--- config.mk ---
export PLATFORM = sky130hd
export DESIGN_NAME = scene_radiance_recovery_flat
export DESIGN_NICKNAME = d
export VERILOG_FILES = /design/src/rtl/scene_radiance_recovery_if.sv /design/src/rtl/scene_radiance_recovery.sv /design/src/flat_wrapper.sv
export SDC_FILE = /design/constraint.sdc
export NUM_CORES = 1
export LEC_CHECK = 0
export BUFFER_PORTS_ARGS = -buffer_cell sky130_fd_sc_hd__buf_2
export CAP_MARGIN = 10
export CELL_PAD_IN_SITES_DETAIL_PLACEMENT = 1
export CELL_PAD_IN_SITES_GLOBAL_PLACEMENT = 2
export CORE_UTILIZATION = 43
export DETAILED_ROUTE_END_ITERATION = 12
export GPL_TIMING_DRIVEN = 0
export PLACE_DENSITY_LB_ADDON = 0.15
export SETUP_SLACK_MARGIN = 0.1
export SKIP_LAST_GASP = 1
export SYNTH_ARGS = -nofsm -noshare
export SYNTH_HDL_FRONTEND = slang
export SYNTH_SLANG_ARGS = --single-unit
--- constraint.sdc ---
create_clock -name clk -period 8.8 [get_ports clk]
set_clock_uncertainty 0.15 [all_clocks]
set_input_delay 0.44 -clock clk [delete_from_list [all_inputs] [get_ports clk]]
set_output_delay 0.44 -clock clk [all_outputs]
set_load 0.05 [all_outputs]
--- src/rtl/scene_radiance_recovery_if.sv ---
// scene_radiance_recovery_if: atmospheric-light strobe, input pixel beat and output
// radiance beat for the dehaze recovery stage.
interface scene_radiance_recovery_if #(
  parameter int unsigned PIX_W = 8,
  parameter int unsigned CH    = 3,
  parameter int unsigned T_W   = 16
) ();
  localparam int unsigned DW = CH * PIX_W;

  logic          atm_valid;
  logic [DW-1:0] atm_pix;
  logic          in_valid;
  logic          in_ready;
  logic [DW-1:0] in_pix;
  logic [T_W-1:0] in_trans;
  logic          out_valid;
  logic          out_ready;
  logic [DW-1:0] out_pix;
  logic [CH-1:0] out_sat;

  // Upstream/downstream side (the pixel source and output writer)
  modport master (
    output atm_valid, atm_pix, in_valid, in_pix, in_trans, out_ready,
    input  in_ready, out_valid, out_pix, out_sat
  );

  // Recovery stage side
  modport slave (
    input  atm_valid, atm_pix, in_valid, in_pix, in_trans, out_ready,
    output in_ready, out_valid, out_pix, out_sat
  );
endinterface

--- src/rtl/scene_radiance_recovery.sv ---
// scene_radiance_recovery: J = A +/- |I - A| / max(t, T_MIN) per channel, saturated,
// through a 3-stage valid/ready pipeline.
// Optional macro SRR_ROUND_EN: round the scaled difference half-up instead of truncating.
module scene_radiance_recovery #(
  parameter int unsigned PIX_W    = 8,
  parameter int unsigned CH       = 3,
  parameter int unsigned T_W      = 16,
  parameter int unsigned LUT_AW   = 8,
  parameter int unsigned INV_W    = 16,
  parameter int unsigned INV_FRAC = 14,
  parameter int unsigned T_MIN    = 32'h4CCD
) (
  input logic                    clk,
  input logic                    rst,
  scene_radiance_recovery_if.slave bus
);
  localparam int unsigned DW    = CH * PIX_W;
  localparam int unsigned PW    = PIX_W + INV_W;
  localparam int unsigned QW    = PIX_W + INV_W - INV_FRAC;
  localparam int unsigned SW    = QW + 1;
  localparam int unsigned ROM_N = 1 << LUT_AW;
  localparam logic [T_W-1:0]    T_MIN_T   = T_W'(T_MIN);
  localparam logic [LUT_AW-1:0] T_MIN_IDX = T_MIN_T[T_W-1 -: LUT_AW];
`ifdef SRR_ROUND_EN
  localparam logic [PW-1:0] RND = PW'(1) << (INV_FRAC - 1);
`else
  localparam logic [PW-1:0] RND = '0;
`endif

  // Clamped reciprocal of a ROM index, evaluated only at elaboration
  function automatic logic [INV_W-1:0] inv_calc(input int unsigned idx);
    longint unsigned num;
    longint unsigned quo;
    num      = 64'd1 << (INV_FRAC + LUT_AW);
    inv_calc = '1;
    if (idx != 0) begin
      quo = num / 64'(idx);
      if (quo < (64'd1 << INV_W)) inv_calc = INV_W'(quo);
    end
  endfunction

  logic [INV_W-1:0] rom [ROM_N];
  for (genvar g = 0; g < ROM_N; g++) begin : g_rom
    localparam logic [INV_W-1:0] ROM_V = inv_calc(g);
    assign rom[g] = ROM_V;
  end

  logic                       ld1_c, ld2_c, ld3_c;
  logic [DW-1:0]              a_q, a_d, a_eff_c;
  logic [LUT_AW-1:0]          idx_c;
  logic                       s1_valid_q, s1_valid_d;
  logic [CH-1:0][PIX_W-1:0]   s1_d_q, s1_d_d;
  logic [CH-1:0]              s1_add_q, s1_add_d;
  logic [DW-1:0]              s1_a_q, s1_a_d;
  logic [INV_W-1:0]           s1_inv_q, s1_inv_d;
  logic                       s2_valid_q, s2_valid_d;
  logic [CH-1:0][QW-1:0]      s2_quo_q, s2_quo_d;
  logic [CH-1:0]              s2_add_q, s2_add_d;
  logic [DW-1:0]              s2_a_q, s2_a_d;
  logic                       out_valid_q, out_valid_d;
  logic [DW-1:0]              out_pix_q, out_pix_d;
  logic [CH-1:0]              out_sat_q, out_sat_d;

  // Stall chain: a stage loads when empty or when its successor loads
  always_comb begin
    ld3_c = !out_valid_q || bus.out_ready;
    ld2_c = !s2_valid_q || ld3_c;
    ld1_c = !s1_valid_q || ld2_c;
  end

  assign bus.in_ready  = ld1_c;
  assign bus.out_valid = out_valid_q;
  assign bus.out_pix   = out_pix_q;
  assign bus.out_sat   = out_sat_q;

  // A register with same-cycle bypass; stage 1 absolute difference and reciprocal lookup
  always_comb begin
    a_d        = a_q;
    s1_valid_d = s1_valid_q;
    s1_d_d     = s1_d_q;
    s1_add_d   = s1_add_q;
    s1_a_d     = s1_a_q;
    s1_inv_d   = s1_inv_q;
    a_eff_c    = bus.atm_valid ? bus.atm_pix : a_q;
    idx_c      = (bus.in_trans < T_MIN_T) ? T_MIN_IDX : bus.in_trans[T_W-1 -: LUT_AW];
    if (bus.atm_valid) a_d = bus.atm_pix;
    if (ld1_c) begin
      s1_valid_d = bus.in_valid;
      if (bus.in_valid) begin
        s1_a_d   = a_eff_c;
        s1_inv_d = rom[idx_c];
        for (int k = 0; k < CH; k++) begin
          if (bus.in_pix[k*PIX_W +: PIX_W] >= a_eff_c[k*PIX_W +: PIX_W]) begin
            s1_add_d[k] = 1'b1;
            s1_d_d[k]   = bus.in_pix[k*PIX_W +: PIX_W] - a_eff_c[k*PIX_W +: PIX_W];
          end else begin
            s1_add_d[k] = 1'b0;
            s1_d_d[k]   = a_eff_c[k*PIX_W +: PIX_W] - bus.in_pix[k*PIX_W +: PIX_W];
          end
        end
      end
    end
  end

  // Stage 2: scale the difference by the reciprocal; quotient keeps its full integer width
  always_comb begin
    s2_valid_d = s2_valid_q;
    s2_quo_d   = s2_quo_q;
    s2_add_d   = s2_add_q;
    s2_a_d     = s2_a_q;
    if (ld2_c) begin
      s2_valid_d = s1_valid_q;
      if (s1_valid_q) begin
        s2_add_d = s1_add_q;
        s2_a_d   = s1_a_q;
        for (int k = 0; k < CH; k++) begin
          s2_quo_d[k] = QW'((PW'(s1_d_q[k]) * PW'(s1_inv_q) + RND) >> INV_FRAC);
        end
      end
    end
  end

  // Stage 3: apply the offset to A and saturate to the pixel range
  always_comb begin
    out_valid_d = out_valid_q;
    out_pix_d   = out_pix_q;
    out_sat_d   = out_sat_q;
    if (ld3_c) begin
      out_valid_d = s2_valid_q;
      if (s2_valid_q) begin
        for (int k = 0; k < CH; k++) begin
          if (s2_add_q[k]) begin
            if (SW'(s2_a_q[k*PIX_W +: PIX_W]) + SW'(s2_quo_q[k]) > SW'({PIX_W{1'b1}})) begin
              out_pix_d[k*PIX_W +: PIX_W] = '1;
              out_sat_d[k]                = 1'b1;
            end else begin
              out_pix_d[k*PIX_W +: PIX_W] =
                PIX_W'(SW'(s2_a_q[k*PIX_W +: PIX_W]) + SW'(s2_quo_q[k]));
              out_sat_d[k] = 1'b0;
            end
          end else begin
            if (QW'(s2_a_q[k*PIX_W +: PIX_W]) < s2_quo_q[k]) begin
              out_pix_d[k*PIX_W +: PIX_W] = '0;
              out_sat_d[k]                = 1'b1;
            end else begin
              out_pix_d[k*PIX_W +: PIX_W] =
                PIX_W'(QW'(s2_a_q[k*PIX_W +: PIX_W]) - s2_quo_q[k]);
              out_sat_d[k] = 1'b0;
            end
          end
        end
      end
    end
  end

  // State registers; reset discards in-flight beats and restores A to full scale
  always_ff @(posedge clk or negedge rst) begin
    if (!rst) begin
      a_q         <= '1;
      s1_valid_q  <= 1'b0;
      s1_d_q      <= '0;
      s1_add_q    <= '0;
      s1_a_q      <= '0;
      s1_inv_q    <= '0;
      s2_valid_q  <= 1'b0;
      s2_quo_q    <= '0;
      s2_add_q    <= '0;
      s2_a_q      <= '0;
      out_valid_q <= 1'b0;
      out_pix_q   <= '0;
      out_sat_q   <= '0;
    end else begin
      a_q         <= a_d;
      s1_valid_q  <= s1_valid_d;
      s1_d_q      <= s1_d_d;
      s1_add_q    <= s1_add_d;
      s1_a_q      <= s1_a_d;
      s1_inv_q    <= s1_inv_d;
      s2_valid_q  <= s2_valid_d;
      s2_quo_q    <= s2_quo_d;
      s2_add_q    <= s2_add_d;
      s2_a_q      <= s2_a_d;
      out_valid_q <= out_valid_d;
      out_pix_q   <= out_pix_d;
      out_sat_q   <= out_sat_d;
    end
  end
endmodule

--- src/flat_wrapper.sv ---
// flat-port wrapper written by rule: the top's interface ports become plain ports
module scene_radiance_recovery_flat 
#(
  parameter int unsigned PIX_W    = 8,
  parameter int unsigned CH       = 3,
  parameter int unsigned T_W      = 16,
  parameter int unsigned LUT_AW   = 8,
  parameter int unsigned INV_W    = 16,
  parameter int unsigned INV_FRAC = 14,
  parameter int unsigned T_MIN    = 32'h4CCD
)
  (clk, rst, bus_atm_valid, bus_atm_pix, bus_in_valid, bus_in_pix, bus_in_trans, bus_out_ready, bus_in_ready, bus_out_valid, bus_out_pix, bus_out_sat);
  scene_radiance_recovery_if #(.PIX_W(PIX_W), .CH(CH), .T_W(T_W)) bus_i ();
  input logic clk;
  input logic rst;
  input wire logic [$bits(bus_i.atm_valid)-1:0] bus_atm_valid;
  input wire logic [$bits(bus_i.atm_pix)-1:0] bus_atm_pix;
  input wire logic [$bits(bus_i.in_valid)-1:0] bus_in_valid;
  input wire logic [$bits(bus_i.in_pix)-1:0] bus_in_pix;
  input wire logic [$bits(bus_i.in_trans)-1:0] bus_in_trans;
  input wire logic [$bits(bus_i.out_ready)-1:0] bus_out_ready;
  output wire logic [$bits(bus_i.in_ready)-1:0] bus_in_ready;
  output wire logic [$bits(bus_i.out_valid)-1:0] bus_out_valid;
  output wire logic [$bits(bus_i.out_pix)-1:0] bus_out_pix;
  output wire logic [$bits(bus_i.out_sat)-1:0] bus_out_sat;
  assign bus_i.atm_valid = bus_atm_valid;
  assign bus_i.atm_pix = bus_atm_pix;
  assign bus_i.in_valid = bus_in_valid;
  assign bus_i.in_pix = bus_in_pix;
  assign bus_i.in_trans = bus_in_trans;
  assign bus_i.out_ready = bus_out_ready;
  assign bus_in_ready = bus_i.in_ready;
  assign bus_out_valid = bus_i.out_valid;
  assign bus_out_pix = bus_i.out_pix;
  assign bus_out_sat = bus_i.out_sat;
  scene_radiance_recovery #(.PIX_W(PIX_W), .CH(CH), .T_W(T_W), .LUT_AW(LUT_AW), .INV_W(INV_W), .INV_FRAC(INV_FRAC), .T_MIN(T_MIN)) u_core (.clk(clk), .rst(rst), .bus(bus_i));
endmodule
* Word level (Yosys, flattened, before mapping)
Memories as Yosys holds them, arrays and structs flattened. A register that Yosys moved wholly into a read port is not among the register bits. Cells that the tools add are included.
Cells by class: bitwise logic cells 1, $add $sub $neg 12, equality and inequality tests 0, multipliers 3, mux-type cells 26, order comparisons 10, shift-type cells 0, reduce and logical (&&, ||, !) cells 10, div/mod/pow operators 0
Operators with widths (number):
- 8-bit 2-to-1 mux | 13
- 8-bit by 16-bit multiplier with 24-bit output | 3
- 8-bit subtractor | 9
- 8-bit by 10-bit adder with 11-bit output | 3
- 11-bit by 8-bit greater-than comparator with 1-bit output, second input constant | 3
- 8-bit by 10-bit less-than comparator with 1-bit output | 3
- 8-bit >= comparator | 3
- 24-bit 2-to-1 mux | 1
- 16-bit by 15-bit less-than comparator with 1-bit output, second input constant | 1
- 1-bit 2-to-1 mux | 12
- 8-bit inverter with 9-bit output | 1
- 2-bit AND reduction | 3
- 1-bit logical NOT | 4
- 1-bit logical OR | 3
Word-level totals: output and inout bits 29, bits in latches 0, memory bits (read-only) 4096, RAM bits 0, memories 1, input bits 69, flip-flop bits (word level) 162, word-level logic and storage cells 79
Memories:
- (name not given) | words 256, bits a word 16, read ports 1, clocked after memory_dff 1, wr ports 0, line scene_radiance_recovery.sv:91 | s1_inv_d = rom[idx_c];

* Depth between registers and ports, before layout
Gate-level depths: netlist of the first run.
word-level depth 5, mapped depth 20

* Least setup slack after synthesis of the first run
No wires, ideal clock.
path kind reg-to-reg, start register u_core.s1_inv_q[15], end register u_core.s2_quo_q[28] in the netlist's numbering, period minus slack after synthesis 4.923 ns, setup time 0.095 ns, stages on the path, launching flop included 19, data required time 8.555 ns, arrival time 4.677 ns, slack 3.877 ns, cell sequence dfrtp_1 clkbuf_1 and2_1 fa_1 inv_1 fa_1 inv_1 fa_1 inv_1 fa_1 inv_1 ha_1 o2111a_1 a221oi_1 nand2_1 a41oi_1 a21boi_0 o21a_1 o31ai_1
On the way: cells in the longest elaborated chain, start to end 1
RTL lines:
- start: declaration | line scene_radiance_recovery.sv:55 | logic [INV_W-1:0] s1_inv_q, s1_inv_d;
- 8-bit by 16-bit multiplier with 24-bit output | line scene_radiance_recovery.sv:117 | s2_quo_d[k] = QW'((PW'(s1_d_q[k]) * PW'(s1_inv_q) + RND) >> INV_FRAC);
- end signal: assignment | line scene_radiance_recovery.sv:180 | s2_quo_q <= s2_quo_d;
- end: declaration | line scene_radiance_recovery.sv:57 | logic [CH-1:0][QW-1:0] s2_quo_q, s2_quo_d;
No other way between the ends. A chain may end at the register's enable or synchronous reset.

* Worst setup path in the final report of the first run
start register u_core.s1_d_q[5] in the netlist's numbering, end register u_core.s2_quo_q[7] in the netlist's numbering
On the way: cells in the longest elaborated chain, start to end 1
RTL lines:
- start: declaration | line scene_radiance_recovery.sv:52 | logic [CH-1:0][PIX_W-1:0] s1_d_q, s1_d_d;
- start signal: assignment | line scene_radiance_recovery.sv:161 | s1_d_q <= '0;
- start signal: assignment | line scene_radiance_recovery.sv:175 | s1_d_q <= s1_d_d;
- 8-bit by 16-bit multiplier with 24-bit output | line scene_radiance_recovery.sv:117
No other way between the ends.

==> flow_metrics.tcl, run 1 <==
set metrics [dict create \
    end_kind "flip-flop" \
    slew_headroom 0.05120 \
    numCtsBuffers 17 \
    die_area_um2 60310 \
    synth_cell_types 80 \
    grt_max_degree 97 \
    slowest_delay_ns 0.69 \
    met3_usage 0.06996 \
    critPathRequiredTime_ns 9.00 \
    setup_ws_ns 2.372 \
    ys_seq_elements 178 \
    clock_latency_ns 0.49 \
    finalSetupViolCount 0 \
    syn_to_final_growth_pct 8.195 \
    firstDrtPassIters 7 \
    gp_congestion 1.018 \
    antenna_found_initial 5 \
    crit_type "flip-flop to flip-flop" \
    cts_num_sinks 178 \
    synth_top_area_cell "fa_1" \
    cp.buffers_inverters 3 \
    final_common_cell "inv_1" \
    routedWlPerCell_um 27.64 \
    cts.repair.resized 0 \
    ys_seq_area_frac 0.1758 \
    layout_common_cells "417 x inv_1, 357 x nand2_1, 324 x and2_1, 261 x fa_1, 235 x ha_1" \
    syn_nets 3677 \
    viasPerCell 6.146 \
    grt_pass1_vias 26250 \
    num_vias 24630 \
    rows 88 \
    fin_crit_ns 6.429 \
    synth.top_cells.by_area "fa_1 20%, dfrtp_1 15%, ha_1 12%, and2_1 7.9%, inv_1 6.1%" \
    crit_family "compound AO/OA/AOI/OAI gates" \
    status "finished clean" \
    finalCritPeriodShare 0.7305 \
    worst_slew_pin_slew_ns 1.414 \
    numPortBuffers 94 \
    synth_top_area_share 0.2048 \
    dpl.hpwl_um 87790 \
    drc 0 \
    cp_data_arrival_time_ns 6.63 \
    die_h_um 245.6 \
    netlist_instances 3112 \
    nets 3794 \
    fp.dieW_um 245.6 \
    rsz0062_at_grt "false" \
    grtUsageTotal 0.3720 \
    crit_fanout 10 \
    start_util 0.4389 \
    tns_ns 0 \
    synth_edf_count 0 \
    slew_violations 0 \
    gr-usage-met2 0.5996 \
    grt_pass1_wl_um 164900 \
    async_reset_ff_frac 1.000 \
    hold_viol 0 \
    cts_root_buf "clkbuf_16" \
    syn_avg_cell_area_um2 8.198 \
    ant_nets 0 \
    cp-start-kind "flip-flop" \
    max_freq_mhz 155.6 \
    cellLeakagePower_nw 13.05 \
    drt_iter0_markers 2064 \
    crit_path_top_delay_cell "a31oi_1" \
    post-place-ws_ns 2.265 \
    path_cells "clkbuf_1, and2_1, fa_1, fa_1, fa_1, inv_1, fa_1, inv_1, ha_1, a2111oi_0, o211ai_1, a31oi_1, o221a_2, a21oi_1, a211oi_1, o22ai_1" \
    gr-max-usage-layer "met2" \
    grt-ovfl-total 0 \
    core_um2 58140 \
    powerDensity_nw_per_um2 458.1 \
    cts_tree "done" \
    cts_buffer_depth 2 \
    path_clk_slew_ns 0.08 \
    drive_gt1_frac 0.05799 \
    synth_area_um2 25510 \
    synth_flop_cell "dfrtp_1" \
    vdd_drop_max_uv 540.5 \
    hold_path_class "input pin to flip-flop" \
    use_met1 0.4835 \
    cpMostUsedCell "fa_1" \
    yosysWarnings 0 \
    io_pins 98 \
    totalWireLength_um 110800 \
    final.fill_count 7087 \
    maxCapViolCount 0 \
    h-tree-depth 4 \
]
metrics by stage:
step / hold slack [ns] / utilization / power [mW] / std cells / instance area [um2]
final: 0.02872 / 0.4748 / 12.65 / 4008 / 27600
after global routing: 0.03277 / 0.4748 / 13.92 / 4007 / 27600
after CTS: 0.007242 / 0.4748 / 12.69 / 4007 / 27600
after detailed placement: 0.3108 / 0.4644 / 11.81 / 3974 / 27000
after global placement: 0.3116 / 0.4634 / 11.28 / 3971 / 26940
after floorplan: -0.005591 / - / 8.545 / 3112 / 25510
routing by layer:
layer	wire, um	up-vias
met5	13	-
met4	5181	2
met3	8166	294
met2	50600	1043
met1	46810	12700
li1	-	10600
kinds of logic after synthesis:
logic type                 after synthesis  share of synthesized area
AOI/OAI and AO/OA                      741                     0.1862
xor gates and xnor gates                34                    0.01167
adders and majority gates              496                     0.3200
buffers and inverters                  592                    0.08759
DFF                                    178                     0.1758
muxes                                   46                    0.01883
and+or+nand+nor                       1025                     0.1999
state kept, by name, summed over array words and instances (netlist names), 3 cells and up:
| register | count |
|---|---|
| u_core.s2_quo_q | 30 |
| u_core.a_q | 24 |
| u_core.bus.out_pix | 24 |
| u_core.s1_a_q | 24 |
| u_core.s1_d_q | 24 |
| u_core.s2_a_q | 24 |
| u_core.s1_inv_q | 16 |
| u_core.bus.out_sat | 3 |
| u_core.s1_add_q | 3 |
| u_core.s2_add_q | 3 |
worst register-to-register path, cell delays in order (launching register included):
cell       delay, ns
dfrtp_1         0.63
clkbuf_1        0.61
and2_1          0.27
fa_1            0.41
fa_1            0.47
fa_1            0.49
inv_1           0.05
fa_1            0.47
inv_1           0.05
ha_1            0.30
a2111oi_0       0.58
o211ai_1        0.18
a31oi_1         0.69
o221a_2         0.39
a21oi_1         0.11
a211oi_1        0.30
o22ai_1         0.13
repair_timing:
item	4_1_cts	5_1_grt
buffers inserted	0	0
endpoints found under the hold margin	58	0
hold buffers	1	0
endpoints found under the setup margin	0	0
cell type report:
class	count	area, um2	area share
inverters	418	1569	0.05684
clock inverters	11	118.9	0.004306
diodes	1	2.502	0.00009065
plain buffers	174	665.6	0.02411
clock buffers	21	470.5	0.01704
repair buffers	98	540.5	0.01958
well taps	765	957.2	0.03467
flip-flops and latches	178	4484	0.1625
multi-input cells	2342	18800	0.6809
synthesized netlist by cell type, drive strengths merged, types with 6 or more instances:
cell type / count
inv: 417
nand2: 358
and2: 324
fa: 261
o21ai: 236
ha: 235
a21oi: 161
dfrtp: 154
clkbuf: 153
nor2: 146
a31oi: 43
mux2i: 39
nor2b: 38
nor3: 35
nand3: 34
o211ai: 27
o21a: 25
o31ai: 25
dfstp: 24
nand2b: 22
buf: 21
o22ai: 21
xnor2: 21
a211oi: 20
a21o: 16
a311oi: 15
or3: 14
and3: 13
nand4: 13
xor2: 13
a221oi: 12
o2111ai: 12
o21bai: 12
o221ai: 12
o311ai: 9
o32ai: 8
a2111oi: 7
nor3b: 7
o41ai: 7
or2: 7
a211o: 6
a32oi: 6
mux2: 6
power by group:
part           internal [mW]  leakage, nW  switching, mW
registers               1.09         2.12          0.342
logic                   4.02         10.6           6.39
clock network          0.419        0.287          0.390
final timing paths:
check	slack (ns)	start	endpoint	cells after the start
max	2.37	u_core.s1_d_q[5]$_DFFE_PN0P_	u_core.s2_quo_q[7]$_DFFE_PN0P_	16
min	0.03	bus_in_valid	u_core.s1_valid_q$_DFFE_PN0N_	2
max reg2reg	2.37	u_core.s1_d_q[5]$_DFFE_PN0P_	u_core.s2_quo_q[7]$_DFFE_PN0P_	16
min reg2reg	0.34	u_core.s1_a_q[19]$_DFFE_PN0P_	u_core.s2_a_q[19]$_DFFE_PN0P_	2
max in group asynchronous	7.14	rst	u_core.s2_quo_q[17]$_DFFE_PN0P_	3
min in group asynchronous	0.33	rst	u_core.s1_d_q[8]$_DFFE_PN0P_	2
Power figures use the tool's default switching activity.
==> inputs of run 2 (changes only) <==
- CORE_UTILIZATION: 43 -> 36
- clock period: 8.8 -> 5.28 ns (I/O delays scaled with it)
==> flow_metrics.tcl, run 2 (synthesized netlist as in run 1, its figures left out) <==
set metrics [dict create \
    utilization 0.4225 \
    die_area_um2 71940 \
    finalNonFillerCells 4277 \
    rows 97 \
    gp_congestion 0.9739 \
    grt-ovfl-total 0 \
    crit_fanout 10 \
    cts_num_sinks 178 \
    maxCapViolCount 0 \
    largest_register "u_core.s2_quo_q" \
    firstDrtPassIters 5 \
    io_pins 98 \
    fp.dieW_um 268.2 \
    end_kind "flip-flop" \
    nets 3888 \
    ant_nets 0 \
    cp_data_arrival_time_ns 5.47 \
    largest_reg_flops 30 \
    final.fill_count 8380 \
    crit_type "input pin to flip-flop" \
    drt_iter0_markers 1675 \
    whs_path_depth 3 \
    numPortBuffers 94 \
    numCtsBuffers 17 \
    slew_violations 0 \
    cp-start-kind "input pin" \
    cts_buffer_depth 2 \
    grt_pass1_vias 26440 \
    cts_root_buf "clkbuf_16" \
    routedWlPerCell_um 28.00 \
    hp-start "bus_atm_pix[21]" \
    drc 0 \
    rsz0062_at_grt "true" \
    syn_to_final_growth_pct 15.96 \
    r2r-end "u_core.s2_quo_q[23]$_DFFE_PN0P_" \
    hold_path_class "input pin to flip-flop" \
    num_vias 24620 \
    failed_checks "setup timing" \
    worst_slew_pin_slew_ns 1.345 \
    finalCritPeriodShare 1.001 \
    path_clk_slew_ns 0.07 \
    grtUsageTotal 0.3358 \
    start_util 0.3643 \
    die_h_um 268.2 \
    holdPathEnd "u_core.a_q[21]$_DFF_PN1_" \
    totalWireLength_um 119800 \
    r2r_cells 17 \
    setup_ws_ns -0.007612 \
    h-tree-depth 4 \
    max_freq_mhz 189.1 \
    dpl.hpwl_um 92310 \
    antenna_found_initial 6 \
    r2r_slack_ns 0.08 \
    viasPerCell 5.757 \
    core_um2 70030 \
    placedCellCount 4152 \
    critPathRequiredTime_ns 5.46 \
    drive_gt1_frac 0.1310 \
    finalSetupViolCount 1 \
    final_common_cell "inv_1" \
    layout_common_cells "409 x inv_1, 353 x nand2_1, 320 x and2_1, 256 x fa_1, 223 x ha_1" \
    cts_tree "done" \
    r2r-start "u_core.s1_inv_q[4]$_DFFE_PN0P_" \
    hold_viol 0 \
    status "finished with violations" \
    clock_latency_ns 0.50 \
    grt_max_degree 118 \
    grt_pass1_wl_um 174900 \
    slew_headroom 0.09976 \
    fin_crit_ns 5.288 \
]
## run 2: metrics by stage
stage / setup TNS, ns / instance area (um2) / setup slack (ns) / hold WS (ns)
detailed placement: -29.67 / 27240 / -1.365 / 0.1025
finish: -0.007612 / 29580 / -0.007612 / 0.02964
global route: -0.1004 / 29580 / -0.03388 / 0.04534
global placement: -44.68 / 27160 / -2.207 / 0.3092
CTS: -0.04043 / 29010 / -0.04043 / 0.02269
floorplan: 0 / 25510 / 0.3571 / -0.1816
## run 2: worst max-delay path by stage
stage,from,to,slack [ns]
global route,u_core.s1_d_q[11]$_DFFE_PN0P_,u_core.s2_quo_q[15]$_DFFE_PN0P_,-0.03
CTS,u_core.s1_inv_q[7]$_DFFE_PN0P_,u_core.s2_quo_q[7]$_DFFE_PN0P_,-0.04
finish,bus_in_trans[13],u_core.s1_inv_q[0]$_DFFE_PN0P_,-0.008
global placement,bus_in_trans[12],u_core.s1_inv_q[8]$_DFFE_PN0P_,-2.21
detailed placement,u_core.s1_d_q[5]$_DFFE_PN0P_,u_core.s2_quo_q[7]$_DFFE_PN0P_,-1.36
floorplan,u_core.s1_inv_q[15]$_DFFE_PN0P_,u_core.s2_quo_q[28]$_DFFE_PN0P_,0.36
## run 2: layout make-up
type,instances,area (um2),share of cell area
flip-flops and latches,178,4531,0.1531
inverters,418,1577,0.05329
well taps,940,1176,0.03975
clock buffers,18,429.2,0.01451
multi-input cells,2342,19330,0.6534
diodes,1,2.502,0.00008458
plain buffers,172,1001,0.03383
clock inverters,14,155.1,0.005244
repair buffers,194,1384,0.04678
## run 2: critical path, cell delays in order
cell and delay, ns:
buf_2 0.12, buf_2 0.25, o21ai_2 0.44, nand3_1 0.55, nand2_2 0.53, clkinvlp_4 0.49
ha_1 0.34, clkbuf_2 0.29, clkinvlp_4 0.38, o22ai_1 0.15, nand2_1 0.11, o221ai_1 0.16
a211o_1 0.36, a222oi_1 0.85, o21ai_0 0.16
## run 2: repair_timing
item,4_1_cts,5_1_grt
setup endpoints to repair,37,30
gates resized for setup,205,104
hold buffers,19,0
pin swaps,26,49
setup buffers,45,31
hold endpoints to repair,82,0
## run 2: routing by layer
metal  up-vias  track usage  share of wire
met5         -            0        0.00011
met4         2       0.1395          0.045
met3       264      0.05095          0.059
met2       802       0.5549           0.46
met1     12750       0.4366           0.43
li1      10800            -              -
Power of run 2 is left out: the tool's default activity adds up to more than one toggle a clock period on the data nets, which glitch-free logic cannot reach.
==> inputs of run 3 (changes only) <==
- CORE_MARGIN: default -> 3
==> flow_metrics.tcl, run 3 (synthesized netlist as in run 1, its figures left out) <==
set metrics [dict create \
    status "finished clean" \
    grtUsageTotal 0.3168 \
    crit_path_top_delay_cell "dfrtp_2" \
    r2r_cells 18 \
    r2r_slack_ns 0.04 \
    core_um2 69430 \
    hold_path_class "input pin to flip-flop" \
    finalCritPeriodShare 0.9923 \
    rsz0062_at_grt "true" \
    hold_viol 0 \
    critPathRequiredTime_ns 5.52 \
    fp.dieW_um 272.2 \
    firstDrtPassIters 7 \
    start_util 0.3675 \
    final.fill_count 8374 \
    r2r-start "u_core.s1_d_q[22]$_DFFE_PN0P_" \
    cp_num_cells 18 \
    clock_latency_ns 0.50 \
    seq_area_um2 4529 \
    drive_gt1_frac 0.1230 \
    fin_crit_ns 5.239 \
    grt_max_degree 91 \
    hp-start "bus_atm_pix[10]" \
    numCtsBuffers 17 \
    ant_nets 0 \
    crit_start "u_core.s1_d_q[22]$_DFFE_PN0P_" \
    finalNonFillerCells 4257 \
    cts_tree "done" \
    numPortBuffers 94 \
    h-tree-depth 4 \
    die_area_um2 74100 \
    slowest_delay_ns 0.54 \
    totalWireLength_um 117700 \
    end_kind "flip-flop" \
    holdPathEnd "u_core.a_q[10]$_DFF_PN1_" \
    cp.buffers_inverters 5 \
    crit_fanout 5 \
    r2r-end "u_core.s2_quo_q[28]$_DFFE_PN0P_" \
    cp-start-kind "flip-flop" \
    max_freq_mhz 190.9 \
    final_common_cell "inv_1" \
    largest_reg_flops 30 \
    multi_input_area_um2 19240 \
    dpl.hpwl_um 92100 \
    maxCapViolCount 0 \
    antenna_found_initial 4 \
    grt-ovfl-total 0 \
    worst_slew_pin_slew_ns 1.344 \
    crit_type "flip-flop to flip-flop" \
    rows 96 \
    layout_common_cells "413 x inv_1, 354 x nand2_1, 320 x and2_1, 255 x fa_1, 227 x ha_1" \
    die_h_um 272.2 \
    slew_violations 0 \
    placedCellCount 4144 \
    largest_register "u_core.s2_quo_q" \
    cts_num_sinks 178 \
    slew_headroom 0.1038 \
    cp_data_arrival_time_ns 5.48 \
    cts_buffer_depth 2 \
    num_vias 24620 \
    whs_path_depth 3 \
    diodes 0 \
    nets 3878 \
    drc 0 \
    drt_iter0_markers 1769 \
    path_cells "buf_8, buf_4, and2_1, fa_1, fa_1, fa_1, inv_1, fa_1, inv_1, ha_4, o2111a_2, buf_4, a221oi_4, nand2_2, a41oi_4, a21boi_2, o21a_1, o31ai_1" \
    crit_family "adder cells" \
    finalSetupViolCount 0 \
    grt_pass1_wl_um 174600 \
    viasPerCell 5.783 \
    routedWlPerCell_um 27.65 \
    cts_root_buf "clkbuf_16" \
    io_pins 98 \
    gp_congestion 0.9896 \
    cpMostUsedCell "fa_1" \
    grt_pass1_vias 26650 \
    syn_to_final_growth_pct 15.32 \
    path_clk_slew_ns 0.08 \
]
[run 3: worst register-to-register path: cells and delay by family, from the launching register on]
kind | cells | cell delay, ns
AOI/OAI and AO/OA | 6 | 1.27
adders and majority gates | 5 | 2.22
buffers and inverters | 5 | 0.65
DFF | 1 | 0.54
and+or+nand+nor | 2 | 0.32
[run 3: cell type report]
class,count,area share
timing repair buffer,184,0.04393
inverter,418,0.05333
sequential,178,0.1539
tap,931,0.03959
clock inverter,14,0.005528
multi-input combinational,2342,0.6538
clock buffer,18,0.01531
buffer,172,0.03457
[run 3: metal layers]
metal	GRT usage	vias up	share of wire
met5	0	-	0.00028
met4	0.1392	4	0.050
met3	0.04334	275	0.055
met2	0.5333	860	0.48
met1	0.4059	12700	0.42
li1	-	10780	-
[run 3: repair_timing]
item / CTS / global route
pin swaps: 14 / 37
endpoints found under the setup margin: 34 / 25
buffers inserted: 36 / 27
hold endpoints to repair: 114 / 0
resized for setup: 180 / 113
hold buffers: 20 / 0
[run 3: worst max path at each step]
stage / endpoint / slack (ns)
2_1_floorplan: u_core.s2_quo_q[28]$_DFFE_PN0P_ / 0.36
3_3_place_gp: u_core.s1_inv_q[7]$_DFFE_PN0P_ / -2.27
3_5_place_dp: u_core.s2_quo_q[7]$_DFFE_PN0P_ / -1.06
4_1_cts: u_core.s2_quo_q[7]$_DFFE_PN0P_ / 0.03
5_1_grt: u_core.s2_quo_q[28]$_DFFE_PN0P_ / -0.12
6_report: u_core.s2_quo_q[28]$_DFFE_PN0P_ / 0.04
[run 3: through the flow]
stage | setup WS, ns | TNS [ns] | utilization | hold WS [ns] | instance area, um2
2_1_floorplan | 0.3571 | 0 | - | -0.1816 | 25510
3_3_place_gp | -2.274 | -40.67 | 0.3910 | 0.2985 | 27150
3_5_place_dp | -1.056 | -20.97 | 0.3922 | 0.1925 | 27230
4_1_cts | 0.03463 | 0 | 0.4154 | 0.0001634 | 28840
5_1_grt | -0.1198 | -0.1970 | 0.4238 | 0.04381 | 29420
6_report | 0.04060 | 0 | 0.4238 | 0.04112 | 29420
Power of run 3 is left out for the same reason.
